[config.mk]
export PLATFORM = sky130hd
export DESIGN_NAME = event_counter_multi
export DESIGN_NICKNAME = d
export VERILOG_FILES = /design/src/rtl/event_counter_multi.sv
export SDC_FILE = /design/constraint.sdc
export NUM_CORES = 1
export LEC_CHECK = 0
export BUFFER_PORTS_ARGS = -buffer_cell sky130_fd_sc_hd__buf_2
export CORE_MARGIN = 5
export CORE_UTILIZATION = 49
export CTS_CLUSTER_DIAMETER = 40
export CTS_CLUSTER_SIZE = 16
export DETAILED_ROUTE_END_ITERATION = 7
export HOLD_SLACK_MARGIN = 0.08
export PLACE_DENSITY = 0.85
export SYNTH_ARGS = -nofsm -noshare
export SYNTH_HDL_FRONTEND = slang
export SYNTH_SLANG_ARGS = --single-unit
[constraint.sdc]
create_clock -name CLOCK_50 -period 1.8 [get_ports CLOCK_50]
set_clock_uncertainty 0.05 [all_clocks]
set_input_delay 0.36 -clock CLOCK_50 [delete_from_list [all_inputs] [get_ports CLOCK_50]]
set_output_delay 0.36 -clock CLOCK_50 [all_outputs]
set_load 0.05 [all_outputs]
[src/rtl/event_counter_multi.sv]
// Push-button event counter. It counts debounced KEY[0] presses while SW lies in
// [WIN_LO, WIN_HI]. KEY[1] clears the count. HEX shows the count as hex digits.
module event_counter_multi #(
    parameter int SW_W      = 10,
    parameter int CNT_W     = 10,
    parameter int WIN_LO    = 9,
    parameter int WIN_HI    = 12,
    parameter int SAT_MODE  = 0,
    parameter int DB_CYCLES = 16,
    parameter int DIGITS    = 3
) (
    input  logic                  CLOCK_50,
    input  logic                  reset,
    input  logic [1:0]            KEY,
    input  logic [SW_W-1:0]       SW,
    output logic [CNT_W-1:0]      count,
    output logic                  overflow,
    output logic                  in_window,
    output logic [7*DIGITS-1:0]   HEX,
    output logic [SW_W-1:0]       LEDR
);

    localparam int               DB_W     = (DB_CYCLES > 1) ? $clog2(DB_CYCLES) : 1;
    localparam logic [DB_W-1:0]  DB_LAST  = DB_W'(DB_CYCLES - 1);
    localparam logic [CNT_W-1:0] CNT_MAX  = '1;
    localparam logic [SW_W-1:0]  LO       = SW_W'(WIN_LO);
    localparam logic [SW_W-1:0]  HI       = SW_W'(WIN_HI);
    localparam int               HEX_BITS = 4 * DIGITS;

    logic [1:0]      key_meta, key_sync;
    logic [1:0]      db_level, db_prev, press;
    logic [DB_W-1:0] db_cnt [2];
    logic [SW_W-1:0] sw_meta, sw_sync;
    logic [HEX_BITS-1:0] cnt_ext;

    always_ff @(posedge CLOCK_50 or posedge reset) begin
        if (reset) begin
            key_meta <= 2'b11;
            key_sync <= 2'b11;
            sw_meta  <= '0;
            sw_sync  <= '0;
        end else begin
            key_meta <= KEY;
            key_sync <= key_meta;
            sw_meta  <= SW;
            sw_sync  <= sw_meta;
        end
    end

    // Levels restart at "released", so a key held through reset needs a fresh debounced edge
    always_ff @(posedge CLOCK_50 or posedge reset) begin
        if (reset) begin
            db_cnt[0] <= '0;
            db_cnt[1] <= '0;
            db_level  <= 2'b11;
            db_prev   <= 2'b11;
        end else begin
            db_prev <= db_level;
            for (int k = 0; k < 2; k++) begin
                if (key_sync[k] == db_level[k]) begin
                    db_cnt[k] <= '0;
                end else if (db_cnt[k] == DB_LAST) begin
                    db_level[k] <= key_sync[k];
                    db_cnt[k]   <= '0;
                end else begin
                    db_cnt[k] <= db_cnt[k] + 1'b1;
                end
            end
        end
    end

    assign press = db_prev & ~db_level;

    always_ff @(posedge CLOCK_50 or posedge reset) begin
        if (reset) begin
            in_window <= 1'b0;
            LEDR      <= '0;
        end else begin
            in_window <= (sw_sync >= LO) && (sw_sync <= HI);
            LEDR      <= sw_sync;
        end
    end

    always_ff @(posedge CLOCK_50 or posedge reset) begin
        if (reset) begin
            count    <= '0;
            overflow <= 1'b0;
        end else if (press[1]) begin
            count    <= '0;
            overflow <= 1'b0;
        end else if (press[0] && in_window) begin
            if (count == CNT_MAX) begin
                count    <= (SAT_MODE != 0) ? CNT_MAX : '0;
                overflow <= 1'b1;
            end else begin
                count <= count + 1'b1;
            end
        end
    end

    function automatic logic [6:0] seg7(input logic [3:0] n);
        logic [6:0] s;
        s = 7'b1000000;
        case (n)
            4'h0: s = 7'b1000000;
            4'h1: s = 7'b1111001;
            4'h2: s = 7'b0100100;
            4'h3: s = 7'b0110000;
            4'h4: s = 7'b0011001;
            4'h5: s = 7'b0010010;
            4'h6: s = 7'b0000010;
            4'h7: s = 7'b1111000;
            4'h8: s = 7'b0000000;
            4'h9: s = 7'b0010000;
            4'hA: s = 7'b0001000;
            4'hB: s = 7'b0000011;
            4'hC: s = 7'b1000110;
            4'hD: s = 7'b0100001;
            4'hE: s = 7'b0000110;
            4'hF: s = 7'b0001110;
            default: s = 7'b1000000;
        endcase
        return s;
    endfunction

    assign cnt_ext = HEX_BITS'(count);

    for (genvar i = 0; i < DIGITS; i++) begin : g_digit
        assign HEX[7*i +: 7] = seg7(cnt_ext[4*i +: 4]);
    end

endmodule

* Word-level counts from Yosys, hierarchy flattened
Memories as Yosys holds them, arrays and structs flattened.
Index checks and enable logic that the tools add are counted.
** Storage, ports and cells
- Latch bits :: 0
- Input port bits :: 14
- Register bits after elaboration :: 58
- Memory bits (read-only) :: 336
- Memories kept :: 3
- RAM bits :: 0
- Output and inout port bits :: 43
- Word-level logic and storage cells :: 47
** Operators by class
- $lt $le $gt $ge :: 2
- Muxes and demuxes :: 10
- Equality and inequality tests :: 5
- Bitwise logic cells :: 4
- Add/subtract/negate cells :: 3
- Reductions and logical operators :: 7
- Divide/modulo/power cells :: 0
- Shifts and indexed selects :: 0
- Multipliers :: 0
** Memory list
- (name not given) :: words 16, width 7, rd ports 1, clocked after Yosys merged registers in 0, wr ports 0, line 104 : case (n)
- (name not given) :: words 16, width 7, rd ports 1, clocked after Yosys merged registers in 0, wr ports 0, line 104
- (name not given) :: words 16, width 7, rd ports 1, clocked after Yosys merged registers in 0, wr ports 0, line 104
** Operators by type and width (number)
- $mux 10 :: 3
- $mux 4 :: 4
- $add 10x1->10 const B :: 1
- $eq 10x10->1 const B :: 1
- $ge 10x4->1 const B :: 1
- $le 10x4->1 const B :: 1
- $add 4x1->4 const B :: 2
- $eq 4x4->1 const B :: 2
- $reduce_and 2->1 :: 3
- $reduce_bool 2->1 :: 2
- $mux 1 :: 3
- $and 2x2->2 :: 1
- $eq 1x1->1 :: 2
- $logic_and 1x1->1 :: 2
- $not 1->1 :: 2
- $not 2->2 :: 1

* Longest topological paths before layout
- Depth after elaboration :: 5
- Gate-level depth with buffers :: 5
- Depth with buffers taken out :: 5

* Least setup slack after synthesis
Ideal clock, no wire load.
- Kind :: reg2out
- From :: register count[0]
- To :: output HEX[1]
- Data arrival time :: 2.558 ns
- Stages on the path, launching flop included :: 5
- Path slack :: -1.168 ns
- Path through :: dfrtp_1 > inv_1 > ha_1 > mux2i_1 > o21ai_0
** On the way
- Cells in the longest elaborated chain, start to end :: 1
** Ends and longest elaborated chain
- from (decl) :: line 16 : output logic [CNT_W-1:0] count,
- from (signal assigned) :: line 93 : count <= (SAT_MODE != 0) ? CNT_MAX : '0;
- from (signal assigned) :: line 96 : count <= count + 1'b1;
- $mem_v2 16x7
- to (decl) :: line 19 : output logic [7*DIGITS-1:0] HEX,
No other way between the ends.

* Worst setup path in the final report
- From :: register count[0]
- To :: output HEX[3]
Same word-level chain as after synthesis.

==> summary.md <==
| Metric | Value |
|---|---|
| Max-Cap Viols | 0 |
| Crit path buf inv count | 2 |
| Worst Setup SP | count[0] |
| Final Power | 2.86 mW |
| Worst-path cell chain | buf_4 > ha_4 > mux4_2 > buf_6 |
| Hold Startpoint | SW[4] |
| FF-to-FF End | count[8] |
| Final net count | 348 |
| Yosys cell types | 40 |
| Die area | about 0.007 sq mm |
| Clk_lat worst skew | approximately 330 ps |
| Synthesized instance count | slightly above 200 |
| CP Capture Type | output pin |
| Post-synthesis sequential area ratio | 0.553 |
| Commonest non-fill, non-tap cell in the layout | buf_4 |
| # DRC | 0 |
| Crit Path Category | register to output pin |
| Port buffer count | 55 |
| Fin crit period | between 2000 and 2500 ps |
| # diodes | 0 |
| Largest net degree at the start of global routing | just over 40 |
| Fmax | around 0.46 GHz |
| Antenna viol nets, final | 0 |
| Total Wirelength | approximately 6900 um |
| CTS tree | yes |
| Worst min path class | input port to register |
| Die Y | 83.5 um |
| Vias in the first global route | approximately 2200 |
| Yosys warnings | 0 |
| Vias per std cell | about 5.1 |
| Chip Width | 83.5 um |
| Setup violators final | 14 |
| #FFs+latches synth | 58 |
| Failing checks | setup timing |
| Total GRT Usage | 0.203 |
| Total CTS buffers | 9 |
| Hpwl dp | between 4000 and 5000 um |
| Final hold violation count | 0 |
| Initial core utilization | 0.511 |
| Max FO, Critical Path | 5 |
| Worst R2R Start | count[4] |
| Crit-path max cell delay | ~460 ps |
| Overflow after GRT | 0 |
| Reg-to-reg slack, setup | around 20 ps |
| Status | finished with violations |
| CTS max path bufs | 2 |
| Ports | 57 |
| Most frequent cells in the layout | buf_4 (42), dfrtp_1 (41), buf_2 (41), buf_6 (16), nor2_1 (14) |
| GP Congestion | 0.839 |
| Layout cells sized above 1 | 0.606 |
| Wire per inst | 17.4 um |
| Slowest cell on crit path | dfrtp_2 |
| Final slew viol count | 0 |
| Clk slew on worst S/H paths | approximately 80 ps |
| R2R depth | 6 |
| Clk root buf | clkbuf_8 |
| Area growth from synthesis to layout | 54.1% |
| Clk sinks | 58 |
| WP data required | 1390 ps |
| Vias | ~2000 |
| Leak | around 1.8 nW |
| Initial antenna violation count | 0 |
| RSZ-0062 raised after global routing | yes |
| Synth Cell Area | ~0.0026 sq mm |
| Drt pass-1 iters | 4 |
| CP top delay family | flip-flops |
| P per Cell Area | around 700 mW/mm^2 |
| WHS | about 110 ps |
| Post-layout util | 0.788 |
| Worst Hold End | sw_meta[4] |
| Post-route setup slack | -375 ps |
| DR iter-0 viols | slightly above 90 |
| CP startpoint kind | register |
| Avg Inst Size Synth | 12.8 sq um |
| Syn Nets | ~230 |
| # H-tree levels | 3 |
| Worst path depth | 4 |
| Hold depth | 1 |
| Worst vdd ir | slightly above 0.0007 V |
| Core area | 0.00517 sq mm |
| Worst EP arrival | around 1800 ps |
| Fin crit share | 1.21 |
| Num rows | 26 |
| First-pass GRT wire length | roughly 11000 um |
-- synth_stat cells --
cell,count,share of area
dfrtp_1,50,0.47
nor2_1,17,0.024
ha_1,14,0.066
inv_1,12,0.017
xnor2_1,12,0.040
a21oi_1,8,0.015
dfstp_2,8,0.079
o21ai_0,8,0.015
nand3_1,7,0.013
buf_4,6,0.017
mux2i_1,6,0.023
nor2b_1,6,0.014
a2111oi_4,4,0.042
or3_1,4,0.0095
buf_2,3,0.0057
nor3b_1,3,0.0085
o22ai_1,3,0.0071
o31ai_1,3,0.0085
or2_2,3,0.0071
a22o_1,2,0.0066
mux2_2,2,0.0085
mux4_2,2,0.017
nand2b_1,2,0.0047
nand4_4,2,0.016
nand4b_1,2,0.0066
nor2_2,2,0.0047
o211ai_1,2,0.0057
a211oi_2,1,0.0047
a21boi_0,1,0.0028
and3_1,1,0.0024
buf_6,1,0.0043
conb_1,1,0.0014
inv_2,1,0.0014
nand2_1,1,0.0014
nand3b_4,1,0.0076
nand4_1,1,0.0024
nor4_1,1,0.0024
o21a_1,1,0.0028
o2bb2ai_1,1,0.0033
o31ai_4,1,0.0080
-- kinds of logic (layout without fill, tap and decap cells) --
family	Yosys count	count (layout)	share of synthesized area
adder cells (fa/ha/maj)	14	14	0.0662
AO/OA/AOI/OAI	35	35	0.122
multiplexers	10	10	0.0482
XOR/XNOR	12	12	0.0397
AND/OR/NAND/NOR	53	53	0.125
buffers and inverters	23	142	0.0454
flip-flops	58	58	0.553
other	1	1	0.00142
-- registers in the layout, summed over array words and instances (netlist names) --
| signal | count |
|---|---|
| sw_sync | 10 |
| sw_meta | 10 |
| overflow | 1 |
| key_meta | 2 |
| db_prev | 2 |
| in_window | 1 |
| db_level | 2 |
| db_cnt | 8 |
| count | 10 |
| LEDR | 10 |
| key_sync | 2 |
-- timing repair --
item / CTS / global route
endpoints found under the setup margin: 14 / 17
resized for setup: 44 / 12
hold buffers: 12 / 0
pin swaps: 6 / 0
setup buffers: 8 / 4
endpoints found under the hold margin: 26 / 0
-- through the flow --
stage | setup TNS (ps) | setup WS (ps) | cell area (sq um) | cells
6_report | -3630 | -375 | 4080 | 395
5_1_grt | -4450 | -421 | 4080 | 395
4_1_cts | -3790 | -382 | 4000 | 391
3_5_place_dp | -157 | -57.0 | 3440 | 355
3_3_place_gp | -53.7 | -36.4 | 3440 | 355
2_1_floorplan | -1690 | -233 | 2900 | 206
-- area by class of cell --
class                           count  area (sq um)
Tap cell                           70          87.6
Timing Repair Buffer              113           856
Fill cell                         281          1100
Clock buffer                       11           141
Multi-Input combinational cell    125          1370
Inverter                           13          72.6
Clock inverter                      5          77.6
Sequential cell                    58          1470
-- where the power goes --
part,internal (mW),total [mW],leakage (nW),switching [mW]
Clock,0.813,1.32,0.109,0.503
Combinational,0.0574,0.161,1.02,0.103
Sequential,1.36,1.39,0.692,0.0295
Total,2.23,2.86,1.83,0.636
-- worst max path at each step --
stage / to
finish: HEX[3]
CTS: HEX[3]
global placement: HEX[10]
global route: HEX[10]
detailed placement: HEX[10]
floorplan: HEX[3]
-- worst register-to-register path: stages (launching register included) --
cell,delay [ps]
dfrtp_2,440
ha_1,300
buf_4,180
nand4_4,130
a2111oi_4,360
xnor2_1,160
nor2_1,50
-- routing by layer --
metal  vias up  share of wire  global-route usage
met3        10          0.040              0.0503
li1        939              -                   -
met4         0          0.017              0.0804
met1      1012           0.38               0.222
met2        54           0.56               0.374
met5         -              0                   0
Power figures use the tool's default switching activity.
